--- src/rtl/sample_framer_pkg.sv ---
// Shared types and constants for the sample framer.
//   framer_state_t   : packet-parsing FSM states
//   BYTE_W           : width of one incoming byte
//   bytes_per_sample : number of bytes that make up one WIDTH-bit sample
package sample_framer_pkg;

  localparam int unsigned BYTE_W = 8;

  typedef enum logic [1:0] {
    IDLE     = 2'd0,
    GET_LEN  = 2'd1,
    COLLECT  = 2'd2,
    FIN_HOLD = 2'd3
  } framer_state_t;

  function automatic int unsigned bytes_per_sample(input int unsigned width);
    return width / BYTE_W;
  endfunction

endpackage

--- src/rtl/sample_framer_byte_assembler.sv ---
// Assembles little-endian WIDTH-bit samples from a byte stream.
// Ports:
//   clock, reset   : clock and synchronous active-high reset
//   byte_in        : incoming byte
//   byte_valid     : byte_in is valid this cycle
//   clear          : drop any partially assembled sample
//   sample_valid_c : combinational, high on the cycle the completing byte arrives
//   sample_c       : combinational, the completed sample (valid with sample_valid_c)
module byte_assembler
  import sample_framer_pkg::*;
#(
  parameter int unsigned WIDTH = 16
) (
  input  logic             clock,
  input  logic             reset,
  input  logic [7:0]       byte_in,
  input  logic             byte_valid,
  input  logic             clear,
  output logic             sample_valid_c,
  output logic [WIDTH-1:0] sample_c
);

  localparam int unsigned BPS   = bytes_per_sample(WIDTH);
  localparam int unsigned CNT_W = (BPS > 1) ? $clog2(BPS) : 1;
  localparam int unsigned IDX_W = $clog2(WIDTH);
  localparam logic [CNT_W-1:0] LAST = CNT_W'(BPS - 1);

  logic [CNT_W-1:0] r_cnt;
  logic [WIDTH-1:0] r_buf;
  logic [IDX_W-1:0] w_base;

  assign w_base = IDX_W'(int'(r_cnt) * int'(BYTE_W));

  // Earlier bytes are parked at their final bit position; the last byte
  // bypasses the register so the sample is usable on its arrival cycle.
  always_ff @(posedge clock) begin
    if (reset) begin
      r_cnt <= '0;
      r_buf <= '0;
    end else if (clear) begin
      r_cnt <= '0;
    end else if (byte_valid) begin
      r_buf[w_base +: BYTE_W] <= byte_in;
      r_cnt <= (r_cnt == LAST) ? '0 : r_cnt + CNT_W'(1);
    end
  end

  always_comb begin
    sample_c = r_buf;
    sample_c[WIDTH-BYTE_W +: BYTE_W] = byte_in;
  end

  assign sample_valid_c = byte_valid && !clear && (r_cnt == LAST);

endmodule

--- src/rtl/sample_framer.sv ---
// Length-prefixed packet parser feeding the range-finding stage.
// Ports:
//   clock, reset : clock and synchronous active-high reset
//   byte_in      : incoming data byte
//   byte_valid   : byte_in valid this cycle
//   start        : request to begin a packet
//   abort        : request to terminate the current packet
//   data_out     : current sample, held between samples
//   go           : one-cycle pulse with the first sample
//   finish       : one-cycle pulse marking the end of a packet
//   busy         : high from accepted start until the cycle after finish
//   frame_error  : sticky protocol-error flag, cleared by an accepted start
module sample_framer
  import sample_framer_pkg::*;
#(
  parameter int unsigned WIDTH = 16,
  parameter int unsigned LEN_W = 8
) (
  input  logic             clock,
  input  logic             reset,
  input  logic [7:0]       byte_in,
  input  logic             byte_valid,
  input  logic             start,
  input  logic             abort,
  output logic [WIDTH-1:0] data_out,
  output logic             go,
  output logic             finish,
  output logic             busy,
  output logic             frame_error
);

  framer_state_t    r_state;
  logic [LEN_W-1:0] r_len;
  logic [LEN_W-1:0] r_cnt;
  logic [WIDTH-1:0] r_data;
  logic             r_go;
  logic             r_finish;
  logic             r_busy;
  logic             r_err;

  logic             w_asm_valid;
  logic             w_asm_clear;
  logic             w_sample_valid;
  logic [WIDTH-1:0] w_sample;
  logic [LEN_W-1:0] w_cnt_next;

  // Bytes only reach the assembler while collecting; abort discards them.
  assign w_asm_valid = byte_valid && (r_state == COLLECT) && !abort;
  assign w_asm_clear = (r_state != COLLECT) || abort;
  assign w_cnt_next  = r_cnt + LEN_W'(1);

  byte_assembler #(
    .WIDTH (WIDTH)
  ) u_asm (
    .clock          (clock),
    .reset          (reset),
    .byte_in        (byte_in),
    .byte_valid     (w_asm_valid),
    .clear          (w_asm_clear),
    .sample_valid_c (w_sample_valid),
    .sample_c       (w_sample)
  );

  // Packet FSM with registered outputs.
  always_ff @(posedge clock) begin
    if (reset) begin
      r_state  <= IDLE;
      r_len    <= '0;
      r_cnt    <= '0;
      r_data   <= '0;
      r_go     <= 1'b0;
      r_finish <= 1'b0;
      r_busy   <= 1'b0;
      r_err    <= 1'b0;
    end else begin
      r_go     <= 1'b0;
      r_finish <= 1'b0;
      case (r_state)
        IDLE: begin
          // Also drops busy the cycle after a finish pulse.
          r_busy <= start;
          if (start) begin
            r_state <= GET_LEN;
            r_err   <= 1'b0;
            r_cnt   <= '0;
            r_len   <= '0;
          end
        end

        GET_LEN: begin
          if (start) r_err <= 1'b1;
          if (abort) begin
            r_state <= IDLE;
            r_busy  <= 1'b0;
          end else if (byte_valid) begin
            if (byte_in == 8'd0) begin
              r_err   <= 1'b1;
              r_state <= IDLE;
              r_busy  <= 1'b0;
            end else begin
              r_len   <= LEN_W'(byte_in);
              r_state <= COLLECT;
            end
          end
        end

        COLLECT: begin
          if (start) r_err <= 1'b1;
          if (abort) begin
            r_state <= IDLE;
            // Once go is out the downstream needs a closing finish.
            if (r_cnt != '0) begin
              r_finish <= 1'b1;
              r_err    <= 1'b1;
            end else begin
              r_busy <= 1'b0;
            end
          end else if (w_sample_valid) begin
            r_data <= w_sample;
            r_cnt  <= w_cnt_next;
            if (r_cnt == '0) begin
              r_go <= 1'b1;
              // Single-sample packet: finish goes out a cycle later.
              if (r_len == LEN_W'(1)) r_state <= FIN_HOLD;
            end else if (w_cnt_next == r_len) begin
              r_finish <= 1'b1;
              r_state  <= IDLE;
            end
          end
        end

        FIN_HOLD: begin
          if (start) r_err <= 1'b1;
          r_finish <= 1'b1;
          r_state  <= IDLE;
        end

        default: r_state <= IDLE;
      endcase
    end
  end

  assign data_out    = r_data;
  assign go          = r_go;
  assign finish      = r_finish;
  assign busy        = r_busy;
  assign frame_error = r_err;

endmodule

--- config.mk ---
export PLATFORM = sky130hd
export DESIGN_NAME = sample_framer
export DESIGN_NICKNAME = d
export VERILOG_FILES = /design/src/rtl/sample_framer_pkg.sv /design/src/rtl/sample_framer_byte_assembler.sv /design/src/rtl/sample_framer.sv
export SDC_FILE = /design/constraint.sdc
export NUM_CORES = 1
export LEC_CHECK = 0
export CORE_AREA = 8 8 76 78
export CTS_CLUSTER_DIAMETER = 80
export DETAILED_ROUTE_END_ITERATION = 8
export DIE_AREA = 0 0 84 86
export PLACE_DENSITY = 0.84
export SYNTH_ARGS = -nofsm -noshare
export SYNTH_HDL_FRONTEND = slang
export SYNTH_SLANG_ARGS = --single-unit
--- constraint.sdc ---
create_clock -name clock -period 3.5 [get_ports clock]
set_input_delay 1.05 -clock clock [delete_from_list [all_inputs] [get_ports clock]]
set_output_delay 1.05 -clock clock [all_outputs]
set_load 0.02 [all_outputs]
==> impl_metrics.env <==
export IMPL_status="completed"
export IMPL_pwr_share_comb_pct=22.9
export IMPL_met3WireLength_um=359
export IMPL_start_util_pct=52.8
export IMPL_endpoint_kind="flop"
export IMPL_synth_area_mm2=0.00243
export IMPL_cp_num_buf_inv=1
export IMPL_p_sw_w=0.000351
export IMPL_vias=2148
export IMPL_synth_largest_area_cell="dfxtp_1"
export IMPL_grt_pass1_wl_mm=9.83
export IMPL_clock_sinks=47
export IMPL_netlist_top_cells_count="dfxtp_1, nand2_1, nor2_1"
export IMPL_synth_avg_cell_area_um2=8.58
export IMPL_die_height_um=86
export IMPL_drcViolationCount=0
export IMPL_layout_setup_ws_ps=723
export IMPL_slowest_stage="a2111oi_1"
export IMPL_path_delay_family="compound AO/OA/AOI/OAI gates"
export IMPL_async_flop_share_pct=0
export IMPL_ir_drop_uv=289
export IMPL_power_internal_w=0.000821
export IMPL_crit_start="abort"
export IMPL_stdcell_count=369
export IMPL_drt_wl_total_mm=5.89
export IMPL_yosysMostFrequentCell="dfxtp_1"
export IMPL_grt_max_degree=22
export IMPL_p_clk_share_pct=28.6
export IMPL_whs_ps=460
export IMPL_cts_tree="built"
export IMPL_fin_crit_sh_pct=79.4
export IMPL_overflow=0
export IMPL_grt_antenna_before_repair=0
export IMPL_total_power_w=0.00117
export IMPL_cts_resized=0
export IMPL_firstDrtPassIters=4
export IMPL_yosysSeqAreaShare_pct=38.8
export IMPL_hold_viol_final=0
export IMPL_synth_edf_count=0
export IMPL_cp_data_arrival_time_ps=2970
export IMPL_synth_area_leaders="dfxtp_1, mux2i_1, a21oi_1, nand2_1, nor2_1"
export IMPL_port_buffers=32
export IMPL_drt_vias_per_instance=5.82
export IMPL_p_sw_share_pct=30.0
export IMPL_power_frac_seq_pct=48.4
export IMPL_path_cells="clkdlybuf4s50_1 > nand2b_1 > nor3_4 > a2111oi_1 > a41oi_2 > mux2_4"
export IMPL_cts_buffers=5
export IMPL_power_density_mw_per_mm2=406
export IMPL_wire_per_inst_um=15.9
export IMPL_initialDrtViolationCount=122
export IMPL_crit_path_max_fanout=6
export IMPL_finalCriticalPeriod_ps=2780
export IMPL_globalplace_congestion=0.879
export IMPL_met2RoutedLength_mm=2.82
export IMPL_top_layer="met4"
export IMPL_dp_cells=361
export IMPL_ys_ff_latch=47
export IMPL_drv_slew=0
export IMPL_post_place_ws_ps=445
export IMPL_ys_flop_type="dfxtp_1"
export IMPL_synth_warnings=0
export IMPL_p_leak_nw=1.07
export IMPL_syn_instance_count=283
export IMPL_fp_dieArea_mm2=0.00722
export IMPL_ant_nets=0
export IMPL_cp_required_ps=3700
export IMPL_ys_types=51
export IMPL_diodes=0
export IMPL_rr_startpoint="r_state[0]"
export IMPL_postCtsSetupRepairBufs=0
export IMPL_hold_path_class="flop to flop"
export IMPL_die_x_um=84
export IMPL_core_area_mm2=0.00460
export IMPL_crit_path_start_kind="input port"
export IMPL_clk_pin_slew_ps=90
export IMPL_clk_path_buf_depth=2
export IMPL_groute_usage_overall_pct=16.2
export IMPL_finalSetupTns_ps=0
export IMPL_met1_length_mm=2.59
export IMPL_syn_to_final_growth_pct=18.8
export IMPL_fmax_ghz=0.360
export IMPL_layout_drive_gt1_share_pct=9.21
export IMPL_hold_start="u_asm.r_buf[4]"
export IMPL_syn_num_nets=303
export IMPL_synth_top_cell_area_share_pct=38.8
export IMPL_drv_cap=0
export IMPL_fp_row_count=25
export IMPL_slowest_delay_ps=560
export IMPL_critical_path_class="input port to flop"
export IMPL_slew_headroom_pct=57.6
export IMPL_place_hpwl_mm=4.31
export IMPL_rsz0062_at_grt="false"
export IMPL_hold_buffers=0
export IMPL_grt_pass1_vias=2079
export IMPL_io_pins=33
export IMPL_clockRootBuffer="clkbuf_8"
export IMPL_htreeDepth=2
export IMPL_worst_pin_slew_ps=633
export IMPL_clock_latency_ps=300
export IMPL_final_nets=334
export IMPL_finClkSkew_ps=6.31
export IMPL_setup_viol=0
==> state kept, by name (all words and copies together) (netlist names) <==
| signal | flops |
|---|---|
| busy | 1 |
| u_asm.r_buf | 8 |
| go | 1 |
| finish | 1 |
| r_len | 8 |
| r_state | 2 |
| u_asm.r_cnt | 1 |
| r_cnt | 8 |
| frame_error | 1 |
| data_out | 16 |
==> worst paths after layout <==
check                endpoint  slack (ps)  cells after the start
setup / recovery   r_state[0]         720                      6
hold / removal    data_out[4]         460                      2
setup reg to reg   r_state[0]        1140                      7
hold reg to reg   data_out[4]         460                      2
==> per-layer routing <==
| metal | vias up | global-route usage (%) |
|---|---|---|
| met3 | 13 | 4.17 |
| li1 | 1033 | - |
| met2 | 71 | 26.3 |
| met5 | - | 0 |
| met4 | 0 | 7.69 |
| met1 | 1031 | 19.5 |
==> power groups by stage <==
stage               Combinational (W)  Clock [W]  Sequential (W)
floorplan                    0.000193          0        0.000578
global placement             0.000261          0        0.000579
detailed placement           0.000265          0        0.000580
CTS                          0.000268   0.000343        0.000567
global route                 0.000292   0.000360        0.000570
finish                       0.000269   0.000335        0.000567
==> layout by cell type, fill, tap and decap left out, drive strengths merged, types with 2 or more instances in the layout <==
| cell type | n |
|---|---|
| a21oi | 30 |
| and2 | 9 |
| a221oi | 2 |
| nand3 | 7 |
| a2111oi | 2 |
| inv | 5 |
| nand2b | 4 |
| o21ai | 8 |
| mux2i | 18 |
| buf | 8 |
| o211ai | 2 |
| a21o | 2 |
| clkdlybuf4s50 | 32 |
| nor2 | 32 |
| xor2 | 5 |
| ha | 7 |
| a211oi | 2 |
| dfxtp | 47 |
| nor4 | 3 |
| nor3 | 6 |
| nand2 | 40 |
| nor4b | 2 |
| or3 | 5 |
| clkbuf | 6 |
| clkinv | 2 |
| nand4 | 3 |
| nor2b | 5 |
| xnor2 | 8 |
==> through the flow <==
stage	util, %	area (um^2)
finish	62.7	2880
CTS	62.7	2880
floorplan	-	2430
global route	62.7	2880
detailed placement	60.8	2790
global placement	60.8	2790
==> layout make-up <==
type                       instances  area, um^2
timing repair buffer              40         380
multi-input combinational        215        1390
sequential                        47         941
fill                             401        1710
clock inverter                     2        17.5
clock buffer                       6        72.6
inverter                           5        18.8
tap                               54        67.6
==> logic make-up (layout without fill, tap and decap cells) <==
| kind of cell | count (synthesis) | count (layout) | synth area share [%] |
|---|---|---|---|
| buffers and inverters | 21 | 53 | 4.12 |
| multiplexers | 19 | 19 | 8.04 |
| XOR/XNOR | 13 | 13 | 4.69 |
| adder cells (fa/ha/maj) | 7 | 7 | 3.61 |
| AND/OR/NAND/NOR | 123 | 123 | 26.6 |
| flip-flops | 47 | 47 | 38.8 |
| AO/OA/AOI/OAI | 53 | 53 | 14.2 |
==> worst register-to-register path, delay by kind of cell (launching register included) <==
kind                     cells  cell delay [ps]
adder cells (fa/ha/maj)      1              330
AND/OR/NAND/NOR              2              430
buffers and inverters        1              100
flip-flops                   1              370
multiplexers                 1              330
AO/OA/AOI/OAI                2              690
Power figures use the tool's default switching activity.
